[src/rtl/id_ex_stage.sv]
// ---------------------------------------------------------------------------
// id_ex_stage
// ID/EX pipeline register for the 5-stage MIPS pipeline with built-in
// load-use hazard detection, branch squash and a saturating stall counter.
//
// Ports
//   clk, rst                 pipeline clock, synchronous active-high reset
//   i_if_id_valid            instruction in ID is real
//   i_if_id_registerrs/rt/rd register fields of the ID instruction
//   i_id_* control           decoded control bits and 4-bit ALU op
//   i_id_readdata1/2         register file read data
//   i_id_imm, i_id_pc        sign-extended immediate, PC+4
//   i_flush                  branch taken in EX, squash the ID instruction
//   o_id_ex_*                registered EX-stage copies of the above
//   o_stall                  combinational load-use stall request
//   o_pc_write, o_if_id_write  front-end write enables (inverse of stall)
//   o_stall_count            saturating count of stall cycles
// ---------------------------------------------------------------------------
module id_ex_stage #(
    parameter int DW   = 32,
    parameter int CNTW = 16
) (
    input  logic            clk,
    input  logic            rst,
    input  logic            i_if_id_valid,
    input  logic [4:0]      i_if_id_registerrs,
    input  logic [4:0]      i_if_id_registerrt,
    input  logic [4:0]      i_if_id_registerrd,
    input  logic            i_id_regwrite,
    input  logic            i_id_memread,
    input  logic            i_id_memwrite,
    input  logic            i_id_memtoreg,
    input  logic            i_id_alusrc,
    input  logic            i_id_regdst,
    input  logic [3:0]      i_id_aluop,
    input  logic [DW-1:0]   i_id_readdata1,
    input  logic [DW-1:0]   i_id_readdata2,
    input  logic [DW-1:0]   i_id_imm,
    input  logic [DW-1:0]   i_id_pc,
    input  logic            i_flush,
    output logic            o_id_ex_valid,
    output logic [4:0]      o_id_ex_registerrs,
    output logic [4:0]      o_id_ex_registerrt,
    output logic [4:0]      o_id_ex_registerrd,
    output logic            o_id_ex_regwrite,
    output logic            o_id_ex_memread,
    output logic            o_id_ex_memwrite,
    output logic            o_id_ex_memtoreg,
    output logic            o_id_ex_alusrc,
    output logic            o_id_ex_regdst,
    output logic [3:0]      o_id_ex_aluop,
    output logic [DW-1:0]   o_id_ex_readdata1,
    output logic [DW-1:0]   o_id_ex_readdata2,
    output logic [DW-1:0]   o_id_ex_imm,
    output logic [DW-1:0]   o_id_ex_pc,
    output logic            o_stall,
    output logic            o_pc_write,
    output logic            o_if_id_write,
    output logic [CNTW-1:0] o_stall_count
);

    logic            r_valid;
    logic [4:0]      r_rs;
    logic [4:0]      r_rt;
    logic [4:0]      r_rd;
    logic            r_regwrite;
    logic            r_memread;
    logic            r_memwrite;
    logic            r_memtoreg;
    logic            r_alusrc;
    logic            r_regdst;
    logic [3:0]      r_aluop;
    logic [DW-1:0]   r_readdata1;
    logic [DW-1:0]   r_readdata2;
    logic [DW-1:0]   r_imm;
    logic [DW-1:0]   r_pc;
    logic [CNTW-1:0] r_stall_count;

    logic            w_hazard;
    logic            w_stall;
    logic            w_bubble;

    // A load in EX whose destination is read by the ID instruction cannot be
    // forwarded in time. $zero is never a real dependency. A flush discards
    // the ID instruction, so there is nothing to hold and flush wins.
    assign w_hazard = r_valid & r_memread & (r_rt != 5'd0) & i_if_id_valid &
                      ((r_rt == i_if_id_registerrs) | (r_rt == i_if_id_registerrt));
    assign w_stall  = w_hazard & ~i_flush;
    assign w_bubble = i_flush | w_stall;

    assign o_stall       = w_stall;
    assign o_pc_write    = ~w_stall;
    assign o_if_id_write = ~w_stall;

    // Pipeline register. Bubbles zero every field so that no stale index or
    // regwrite/memwrite bit can ever trigger forwarding. An invalid ID slot
    // still captures its data but its control is forced off.
    always_ff @(posedge clk) begin
        if (rst || w_bubble) begin
            r_valid     <= 1'b0;
            r_rs        <= '0;
            r_rt        <= '0;
            r_rd        <= '0;
            r_regwrite  <= 1'b0;
            r_memread   <= 1'b0;
            r_memwrite  <= 1'b0;
            r_memtoreg  <= 1'b0;
            r_alusrc    <= 1'b0;
            r_regdst    <= 1'b0;
            r_aluop     <= '0;
            r_readdata1 <= '0;
            r_readdata2 <= '0;
            r_imm       <= '0;
            r_pc        <= '0;
        end else begin
            r_valid     <= i_if_id_valid;
            r_rs        <= i_if_id_registerrs;
            r_rt        <= i_if_id_registerrt;
            r_rd        <= i_if_id_registerrd;
            r_regwrite  <= i_if_id_valid & i_id_regwrite;
            r_memread   <= i_if_id_valid & i_id_memread;
            r_memwrite  <= i_if_id_valid & i_id_memwrite;
            r_memtoreg  <= i_if_id_valid & i_id_memtoreg;
            r_alusrc    <= i_if_id_valid & i_id_alusrc;
            r_regdst    <= i_if_id_valid & i_id_regdst;
            r_aluop     <= i_if_id_valid ? i_id_aluop : 4'd0;
            r_readdata1 <= i_id_readdata1;
            r_readdata2 <= i_id_readdata2;
            r_imm       <= i_id_imm;
            r_pc        <= i_id_pc;
        end
    end

    // Stall counter for performance measurement; sticks at all-ones
    // instead of wrapping so a long run never under-reports.
    always_ff @(posedge clk) begin
        if (rst) begin
            r_stall_count <= '0;
        end else if (w_stall && (r_stall_count != {CNTW{1'b1}})) begin
            r_stall_count <= r_stall_count + {{(CNTW-1){1'b0}}, 1'b1};
        end
    end

    assign o_id_ex_valid      = r_valid;
    assign o_id_ex_registerrs = r_rs;
    assign o_id_ex_registerrt = r_rt;
    assign o_id_ex_registerrd = r_rd;
    assign o_id_ex_regwrite   = r_regwrite;
    assign o_id_ex_memread    = r_memread;
    assign o_id_ex_memwrite   = r_memwrite;
    assign o_id_ex_memtoreg   = r_memtoreg;
    assign o_id_ex_alusrc     = r_alusrc;
    assign o_id_ex_regdst     = r_regdst;
    assign o_id_ex_aluop      = r_aluop;
    assign o_id_ex_readdata1  = r_readdata1;
    assign o_id_ex_readdata2  = r_readdata2;
    assign o_id_ex_imm        = r_imm;
    assign o_id_ex_pc         = r_pc;
    assign o_stall_count      = r_stall_count;

endmodule

[config.mk]
export PLATFORM = sky130hd
export DESIGN_NAME = id_ex_stage
export DESIGN_NICKNAME = d
export VERILOG_FILES = /design/src/rtl/id_ex_stage.sv
export SDC_FILE = /design/constraint.sdc
export NUM_CORES = 1
export LEC_CHECK = 0
export ABC_AREA = 1
export CORE_AREA = 2 2 128 130
export DETAILED_ROUTE_END_ITERATION = 10
export DIE_AREA = 0 0 130 132
export PLACE_DENSITY = 0.85
export SLEW_MARGIN = 15
export SYNTH_ARGS = -nofsm -noshare
export SYNTH_HDL_FRONTEND = slang
export SYNTH_SLANG_ARGS = --single-unit
[constraint.sdc]
create_clock -name clk -period 2.47 [get_ports clk]
set_input_delay 0.494 -clock clk [delete_from_list [all_inputs] [get_ports clk]]
set_output_delay 0.494 -clock clk [all_outputs]
set_load 0.02 [all_outputs]
==> impl_metrics.tcl, run 1 <==
set metrics [dict create \
    syn_to_final_growth_pct 74.9 \
    grt_pass1_wl_um 25800 \
    power_density_nw_per_um2 639 \
    synth-main-ff-cell "dfxtp_1" \
    drc 0 \
    ys.warnings.count 0 \
    drt_iter0_drc 152 \
    drtAntennaViolNets 0 \
    hold_viol 0 \
    cts_max_path_buffers 2 \
    drt_pass1_iterations 4 \
    path_class "input port to output pin" \
    routedWlPerCell_um 13.6 \
    fp-row-count 46 \
    cts_tree "yes" \
    layout-drive-gt1-share_pct 6.31 \
    syn_inst 672 \
    worst-endpoint-arrival_ns 1.90 \
    clk_latency_ns 0.42 \
    hp-class "flip-flop to flip-flop" \
    fin_crit_sh_pct 97.0 \
    nFillCells 1300 \
    path_clk_slew_ns 0.06 \
    synth_edf_count 0 \
    num_vias 5100 \
    io_pins 330 \
    reg2reg_setup_slack_ns 0.61 \
    die_width_um 130 \
    gp_congestion 0.835 \
    grt_pass1_vias 5047 \
    crit_top_cell "nand2_1" \
    cts-root-buf "clkbuf_16" \
    grt_max_degree 43 \
    placed_cell_area_sq_um 9070 \
    final_util_pct 61.3 \
    critPathMaxFanout 4 \
    start_util_pct 35.0 \
    path_delay_family "buffers and inverters" \
    synth_area_sq_um 5500 \
    power_w 0.00615 \
    fin_skew_ns 0.00884 \
    ys_seq_area_share_pct 61.8 \
    cts_inserted_buffers 17 \
    antennaDiodeCount 0 \
    die_y_um 132 \
    coreArea_sq_um 15700 \
    hold_ws_ns 0.523 \
    required_ns 1.98 \
    nets 1175 \
    p_leak_nw 4.44 \
    slowest_stage "clkdlybuf4s50_1" \
    cpPeakStageDelay_ns 0.48 \
    finalCriticalPeriod_ns 2.40 \
    crit_buf_inv 4 \
    dp_hpwl_um 13300 \
    globalRouteOverflowTotal 0 \
    grt_util_all_layers_pct 19.6 \
    postLayoutCellArea_sq_um 9630 \
    maxSlewHeadroom_pct 79.5 \
    vias_per_cell 4.09 \
    portBuffers 329 \
    tightest_slew_ns 0.307 \
    antenna_found_initial 0 \
    syn_area_per_cell_sq_um 8.19 \
    maxCapViolCount 0 \
    setup_violations 0 \
    synth_nets 830 \
    fmax_ghz 0.417 \
    startpoint_type "input port" \
    end_kind "output pin" \
    dieArea_sq_um 17200 \
    vdd_drop_max_v 0.000504 \
    cp_cell_sequence "clkdlybuf4s50_1 -> inv_1 -> nand2_1 -> nand2_1 -> nor2_2 -> nand3_1 -> nand2_2 -> buf_4 -> nand3_2 -> buf_2" \
    htreeDepth 4 \
    ys_types 25 \
    synthArstFlopShare_pct 0 \
    clock_sinks 170 \
    outcome "finished, final reports clean" \
    wl_um 16900 \
    slew_viol_final 0 \
    ys_seq_elements 170 \
]
==> worst reg2reg max path, stage by stage (launching register included) <==
cell	delay (ns)
dfxtp_1	0.43
ha_1	0.22
nand2_1	0.09
nor2_2	0.24
nand4_2	0.28
nand4_1	0.32
nand2_1	0.09
nand2_1	0.07
nor2_1	0.04
==> synth_stat cells (all sizes together), types with 2 or more instances <==
cell / n / area [sq um]
nand2: 71 / 272
nand4: 9 / 62.6
dfxtp: 170 / 3400
buf: 19 / 175
nand3: 11 / 65.1
inv: 170 / 638
a21oi: 3 / 15.0
o21bai: 2 / 15.0
o21ai: 5 / 25.0
nor2: 204 / 771
xnor2: 2 / 17.5
==> placed cells by master, fill, tap and decap left out <==
cell and n:
clkinvlp_4 4, nor2_1 199, inv_1 166, o21ai_1 1, inv_2 4, xnor2_1 2
buf_12 4, clkinv_4 1, clkbuf_1 1, ha_1 1, a21oi_1 3, nand2_1 69
o21bai_1 2, nor2_4 1, o21ai_0 4, nand4_1 8, inv_8 3, clkdlybuf4s50_1 326
nand3_4 1, nand3_2 1, clkbuf_16 17, inv_6 6, nand3_1 9, xor2_1 1
buf_4 14, nor2_2 4, nand3b_1 1, o2111ai_1 1, buf_2 2, clkinv_1 1
nand2_2 2, nand4_2 1, dfxtp_1 170
==> cells by family (layout without fill, tap and decap cells) <==
| group | count (synthesis) | after routing | synth area share [%] |
|---|---|---|---|
| buffers and inverters | 191 | 549 | 14.9 |
| and+or+nand+nor | 296 | 296 | 21.4 |
| adders and majority gates | 1 | 1 | 0.227 |
| AOI/OAI and AO/OA | 11 | 11 | 1.16 |
| xor gates and xnor gates | 3 | 3 | 0.477 |
| DFF | 170 | 170 | 61.8 |
==> final timing paths <==
path,startpoint,to,cells past startpoint
worst max-delay path,i_if_id_registerrs[3],o_pc_write,10
worst min-delay path,o_stall_count[9],o_stall_count[9],2
worst max register to register,o_stall_count[1],o_stall_count[1],8
worst min register to register,o_stall_count[9],o_stall_count[9],2
==> where the power goes <==
part / total, W / internal, W / switching [W]
logic: 0.000781 / 0.000444 / 0.000338
registers: 0.00287 / 0.00284 / 0.0000290
clock network: 0.00250 / 0.00133 / 0.00117
==> area by class of cell <==
type | instances | area (sq um) | area share [%]
Sequential cell | 170 | 3400 | 35.3
Clock inverter | 14 | 125 | 1.30
Timing Repair Buffer | 346 | 3460 | 35.9
Tap cell | 216 | 270 | 2.81
Inverter | 171 | 642 | 6.67
Clock buffer | 18 | 429 | 4.46
Multi-Input combinational cell | 311 | 1300 | 13.5
==> repair_timing <==
item	in CTS	in global routing
resized for setup	14	3
hold buffers	0	0
setup buffers	0	0
setup endpoints to repair	3	3
pin swaps	0	1
==> metrics by stage <==
| step | setup TNS (ns) | std cells | setup WS [ns] |
|---|---|---|---|
| after floorplan | 0 | 672 | 0.552 |
| after CTS | 0 | 1246 | 0.0562 |
| final | 0 | 1246 | 0.0747 |
| after detailed placement | -1.09 | 1214 | -0.462 |
| after global routing | -0.0110 | 1246 | -0.00601 |
| after global placement | -1.04 | 1214 | -0.431 |
==> registers in the layout, indices dropped and copies added (netlist names) <==
name and count:
o_id_ex_pc 32, o_id_ex_aluop 4, o_id_ex_registerrd 5, o_id_ex_valid 1, o_id_ex_memwrite 1, o_id_ex_registerrs 5
o_id_ex_readdata2 32, o_id_ex_imm 32, o_stall_count 16, o_id_ex_regdst 1, o_id_ex_registerrt 5, o_id_ex_readdata1 32
o_id_ex_memtoreg 1, o_id_ex_regwrite 1, o_id_ex_memread 1, o_id_ex_alusrc 1
==> per-layer routing <==
| metal | track usage, % | vias up | routed length [um] |
|---|---|---|---|
| li1 | - | 2582 | - |
| met2 | 35.2 | 216 | 8420 |
| met4 | 8.18 | 0 | 539 |
| met3 | 7.39 | 39 | 1510 |
| met5 | 0 | - | 0 |
| met1 | 20.1 | 2263 | 6450 |
Note: power is estimated with default switching activity, not from simulation.
==> run 2, diff against run 1 <==
Settings changed: CTS_CLUSTER_SIZE from default to 20, SLEW_MARGIN 15 to 20.
Clock period 2.47 ns to 3 ns, I/O delays scaled along.
==> impl_metrics.tcl, run 2 (synthesized netlist as in run 1, its figures left out) <==
set metrics [dict create \
    finalCriticalPeriod_ns 2.85 \
    drtAntennaViolNets 0 \
    multi_input_area_sq_um 1290 \
    cts_max_path_buffers 2 \
    grt_max_degree 47 \
    worst-endpoint-arrival_ns 2.25 \
    path_depth 10 \
    slew_viol_final 0 \
    rr_worst_depth 11 \
    post-cts-setup-buffers 0 \
    maxSlewHeadroom_pct 73.6 \
    fp-row-count 46 \
    dp_hpwl_um 13000 \
    rsz0062_at_grt "no" \
    drt_iter0_drc 190 \
    path_class "input port to output pin" \
    setup_violations 0 \
    die_y_um 132 \
    reg2reg_from "o_id_ex_registerrt[3]" \
    cts-root-buf "clkbuf_16" \
    final_util_pct 61.3 \
    hp-class "flip-flop to flip-flop" \
    setup_ws_ns 0.147 \
    met1_length_um 6200 \
    wl_um 16700 \
    outcome "finished, final reports clean" \
    grt_pass1_vias 5022 \
    final_common_cell "clkdlybuf4s50_1" \
    register_area_sq_um 3400 \
    clk_latency_ns 0.41 \
    fin_skew_ns 0.00680 \
    syn_to_final_growth_pct 75.0 \
    startpoint_type "input port" \
    antenna_found_initial 0 \
    mostFrequentLayoutCells "clkdlybuf4s50_1 (326), nor2_1 (202), dfxtp_1 (170), inv_1 (166), nand2_1 (69)" \
    nFillCells 1290 \
    whs_path_depth 2 \
    preCtsSetupSlack_ns -0.0462 \
    portBuffers 329 \
    cts_tree "yes" \
    path_delay_family "buffers and inverters" \
    coreArea_sq_um 15700 \
    io_pins 330 \
    fin_crit_sh_pct 95.1 \
    drc 0 \
    hold_viol 0 \
    vias_per_cell 4.05 \
    required_ns 2.40 \
    highest_layer "met4" \
    htreeDepth 4 \
    fmax_ghz 0.351 \
    nets 1171 \
    critPathLaunch "i_if_id_registerrs[3]" \
    die_width_um 130 \
    drt_pass1_iterations 4 \
    vdd_drop_max_v 0.000335 \
    maxCapViolCount 0 \
    cts_inserted_buffers 17 \
    crit_buf_inv 4 \
    critPathMaxFanout 4 \
    placed_cell_area_sq_um 9030 \
    routedWlPerCell_um 13.5 \
    tightest_slew_ns 0.396 \
    p_leak_nw 4.45 \
    wl_met2_um 8650 \
    slowest_stage "clkdlybuf4s50_1" \
    num_vias 5024 \
    grt_util_all_layers_pct 19.1 \
    cp_cell_sequence "clkdlybuf4s50_1 -> inv_1 -> nand2_1 -> nand2_1 -> nor2_1 -> nand3_1 -> nand2_2 -> buf_4 -> nand3_2 -> dlygate4sd2_1" \
    path_clk_slew_ns 0.07 \
    globalRouteOverflowTotal 0 \
    antennaDiodeCount 0 \
    power_density_nw_per_um2 539 \
    crit_top_cell "nand2_1" \
    end_kind "output pin" \
    gp_congestion 0.802 \
    start_util_pct 35.0 \
    clock_sinks 170 \
    grt_pass1_wl_um 25200 \
    cpPeakStageDelay_ns 0.50 \
    hp-start "o_stall_count[13]" \
    layout-drive-gt1-share_pct 5.36 \
    dieArea_sq_um 17200 \
    postLayoutCellArea_sq_um 9630 \
    met3_length_um 1570 \
]
## run 2: cell count changes in the layout (fill, tap and decap cells not counted), moves of 3 or more
cell           previous run  this run
buf_4                    14        10
clkinv_8                  0         3
clkinvlp_4                4         0
dlygate4sd2_1             0         3
inv_6                     6         3
nor2_1                  199       202
## run 2: cell type report
class / instances / area share (%)
flip-flops and latches: 170 / 35.3
multi-input cells: 311 / 13.4
well taps: 216 / 2.81
clock inverters: 14 / 1.83
inverters: 171 / 6.66
clock buffers: 18 / 4.46
repair buffers: 342 / 35.6
## run 2: metrics by stage
step,setup TNS (ns),instances,total power [W],hold slack (ns)
after floorplan,0,672,0.00265,0.580
after global placement,-0.0122,1210,0.00304,0.506
after detailed placement,-0.121,1210,0.00305,0.520
after CTS,0,1242,0.00526,0.535
after global routing,0,1242,0.00540,0.569
final,0,1242,0.00519,0.538
## run 2: what timing repair did
item,CTS,global route
setup endpoints to repair,3,0
hold buffers,0,0
gates resized for setup,3,0
hold endpoints to repair,0,0
## run 2: path summary, 6_finish.rpt
kind / end / slack [ns]
hold / removal: o_stall_count[13] / 0.54
setup / recovery: o_if_id_write / 0.15
setup reg to reg: o_id_ex_readdata2[21] / 1.06
hold reg to reg: o_stall_count[13] / 0.54
## run 2: power by group
group	switching, W	internal (W)	total, W
registers	0.0000243	0.00234	0.00236
clock network	0.000999	0.00120	0.00220
logic	0.000273	0.000360	0.000633
total	0.00130	0.00390	0.00519
## run 2: per-layer routing
layer	up-vias	track usage, %
met5	-	0
met4	0	5.38
met3	20	8.08
met2	211	35.6
met1	2219	19.2
li1	2574	-
## run 2: worst min-delay path, cell delays in order, from the launching register on
cell,delay [ns]
dfxtp_1,0.35
nor2_1,0.11
nor2_1,0.05
==> run 3, diff against run 2 <==
Settings changed: RECOVER_POWER from default to 25, SETUP_SLACK_MARGIN from default to 0.1.
==> impl_metrics.tcl, run 3 (synthesized netlist as in run 1, its figures left out) <==
set metrics [dict create \
    hp-start "o_stall_count[13]" \
    final_cells 1242 \
    pwr-share-seq_pct 45.6 \
    postLayoutCellArea_sq_um 9630 \
    io_pins 330 \
    p_leak_nw 4.66 \
    p_int_w 0.00388 \
    antennaDiodeCount 0 \
    power_w 0.00518 \
    fin_skew_ns 0.00717 \
    clk_latency_ns 0.41 \
    globalRouteOverflowTotal 0 \
    layout-drive-gt1-share_pct 5.07 \
    gp_congestion 0.802 \
    portBuffers 329 \
    outcome "finished, final reports clean" \
    final_common_cell "clkdlybuf4s50_1" \
    hold_viol 0 \
    vdd_drop_max_v 0.000335 \
    drtAntennaViolNets 0 \
    die_width_um 130 \
    drc 0 \
    crit_top_cell "nand2_1" \
    start_util_pct 35.0 \
    cts_inserted_buffers 17 \
    grt_pass1_vias 5022 \
    syn_to_final_growth_pct 74.9 \
    cts-root-buf "clkbuf_16" \
    reg2reg_from "o_id_ex_registerrt[0]" \
    tightest_slew_ns 0.394 \
    mostFrequentLayoutCells "clkdlybuf4s50_1 (250), nor2_1 (202), dfxtp_1 (170), inv_1 (166), dlygate4sd3_1 (76)" \
    p_sw_w 0.00129 \
    coreArea_sq_um 15700 \
    critPathLaunch "i_if_id_registerrs[3]" \
    worst-endpoint-arrival_ns 2.26 \
    power_density_nw_per_um2 538 \
    fin_tns_setup_ns 0 \
    swShare_pct 25.0 \
    finalCriticalPeriod_ns 2.86 \
    die_y_um 132 \
    final_util_pct 61.3 \
    htreeDepth 4 \
    fmax_ghz 0.349 \
    rsz0062_at_grt "no" \
    grt_util_all_layers_pct 19.1 \
    p_comb_share_pct 12.0 \
    antenna_found_initial 0 \
    cts_tree "yes" \
    grt_pass1_wl_um 25200 \
    cts_hold_buf 0 \
    drt_iter0_drc 197 \
    hp-class "flip-flop to flip-flop" \
    grt_max_degree 47 \
    fin_crit_sh_pct 95.4 \
    placed_cell_area_sq_um 9030 \
    dieArea_sq_um 17200 \
    cpPeakStageDelay_ns 0.50 \
    nFillCells 1292 \
    setup_violations 0 \
    cp_cell_sequence "clkdlybuf4s50_1 -> inv_1 -> nand2_1 -> nand2_1 -> nor2_1 -> nand3_1 -> nand2_1 -> buf_4 -> nand3_2 -> clkdlybuf4s15_1" \
    wl_um 16700 \
    maxSlewHeadroom_pct 73.8 \
    drt_pass1_iterations 4 \
    dp.cells 1210 \
    vias_per_cell 4.04 \
    fp-row-count 46 \
    routedWlPerCell_um 13.4 \
    required_ns 2.40 \
    dp_hpwl_um 13000 \
    path_class "input port to output pin" \
    rr_worst_depth 9 \
    maxCapViolCount 0 \
    num_vias 5014 \
    nets 1171 \
    clock_power_share_pct 42.5 \
    slew_viol_final 0 \
    clock_sinks 170 \
    whs_path_depth 2 \
    cts_max_path_buffers 2 \
    path_clk_slew_ns 0.07 \
    startpoint_type "input port" \
    end_kind "output pin" \
    critPathMaxFanout 4 \
    slowest_stage "clkdlybuf4s50_1" \
]
==> run 3: timing repair <==
| item | 4_1_cts | 5_1_grt |
|---|---|---|
| resized for setup | 3 | 2 |
| endpoints found under the setup margin | 3 | 2 |
| buffers inserted | 0 | 0 |
==> run 3: stage by stage <==
stage,setup slack [ns],hold WS (ns)
CTS,0.169,0.535
global route,0.0812,0.569
floorplan,0.870,0.580
global placement,-0.0122,0.506
detailed placement,-0.0462,0.520
finish,0.137,0.540
==> run 3: critical path: cells and delay by family <==
family / cells / cell delay (ns)
buf+inv: 4 / 1.05
simple gates: 6 / 0.61
==> run 3: area by class of cell <==
cell class | count | area, sq um | area share (%)
Clock inverter | 14 | 176 | 1.83
Inverter | 171 | 642 | 6.67
Clock buffer | 18 | 429 | 4.46
Sequential cell | 170 | 3400 | 35.4
Tap cell | 216 | 270 | 2.81
Timing Repair Buffer | 342 | 3420 | 35.5
Multi-Input combinational cell | 311 | 1280 | 13.3
==> run 3: layer usage <==
metal / vias to the layer above / track usage [%] / share of wire, %
li1: 2574 / - / -
met1: 2211 / 19.2 / 37
met2: 206 / 35.6 / 52
met3: 23 / 8.08 / 9.2
met4: 0 / 5.38 / 1.9
met5: - / 0 / 0
==> run 3: path summary, 6_finish.rpt <==
path | end | slack [ns]
setup / recovery | o_if_id_write | 0.14
hold / removal | o_stall_count[13] | 0.54
setup reg to reg | o_id_ex_readdata2[21] | 1.02
hold reg to reg | o_stall_count[13] | 0.54
==> run 3: power groups by stage <==
stage | combinational [W] | clock (W) | sequential, W
6_report | 0.000619 | 0.00220 | 0.00236
5_1_grt | 0.000665 | 0.00235 | 0.00237
4_1_cts | 0.000641 | 0.00226 | 0.00236
3_5_place_dp | 0.000636 | 0 | 0.00241
3_3_place_gp | 0.000627 | 0 | 0.00241
2_1_floorplan | 0.000132 | 0 | 0.00252
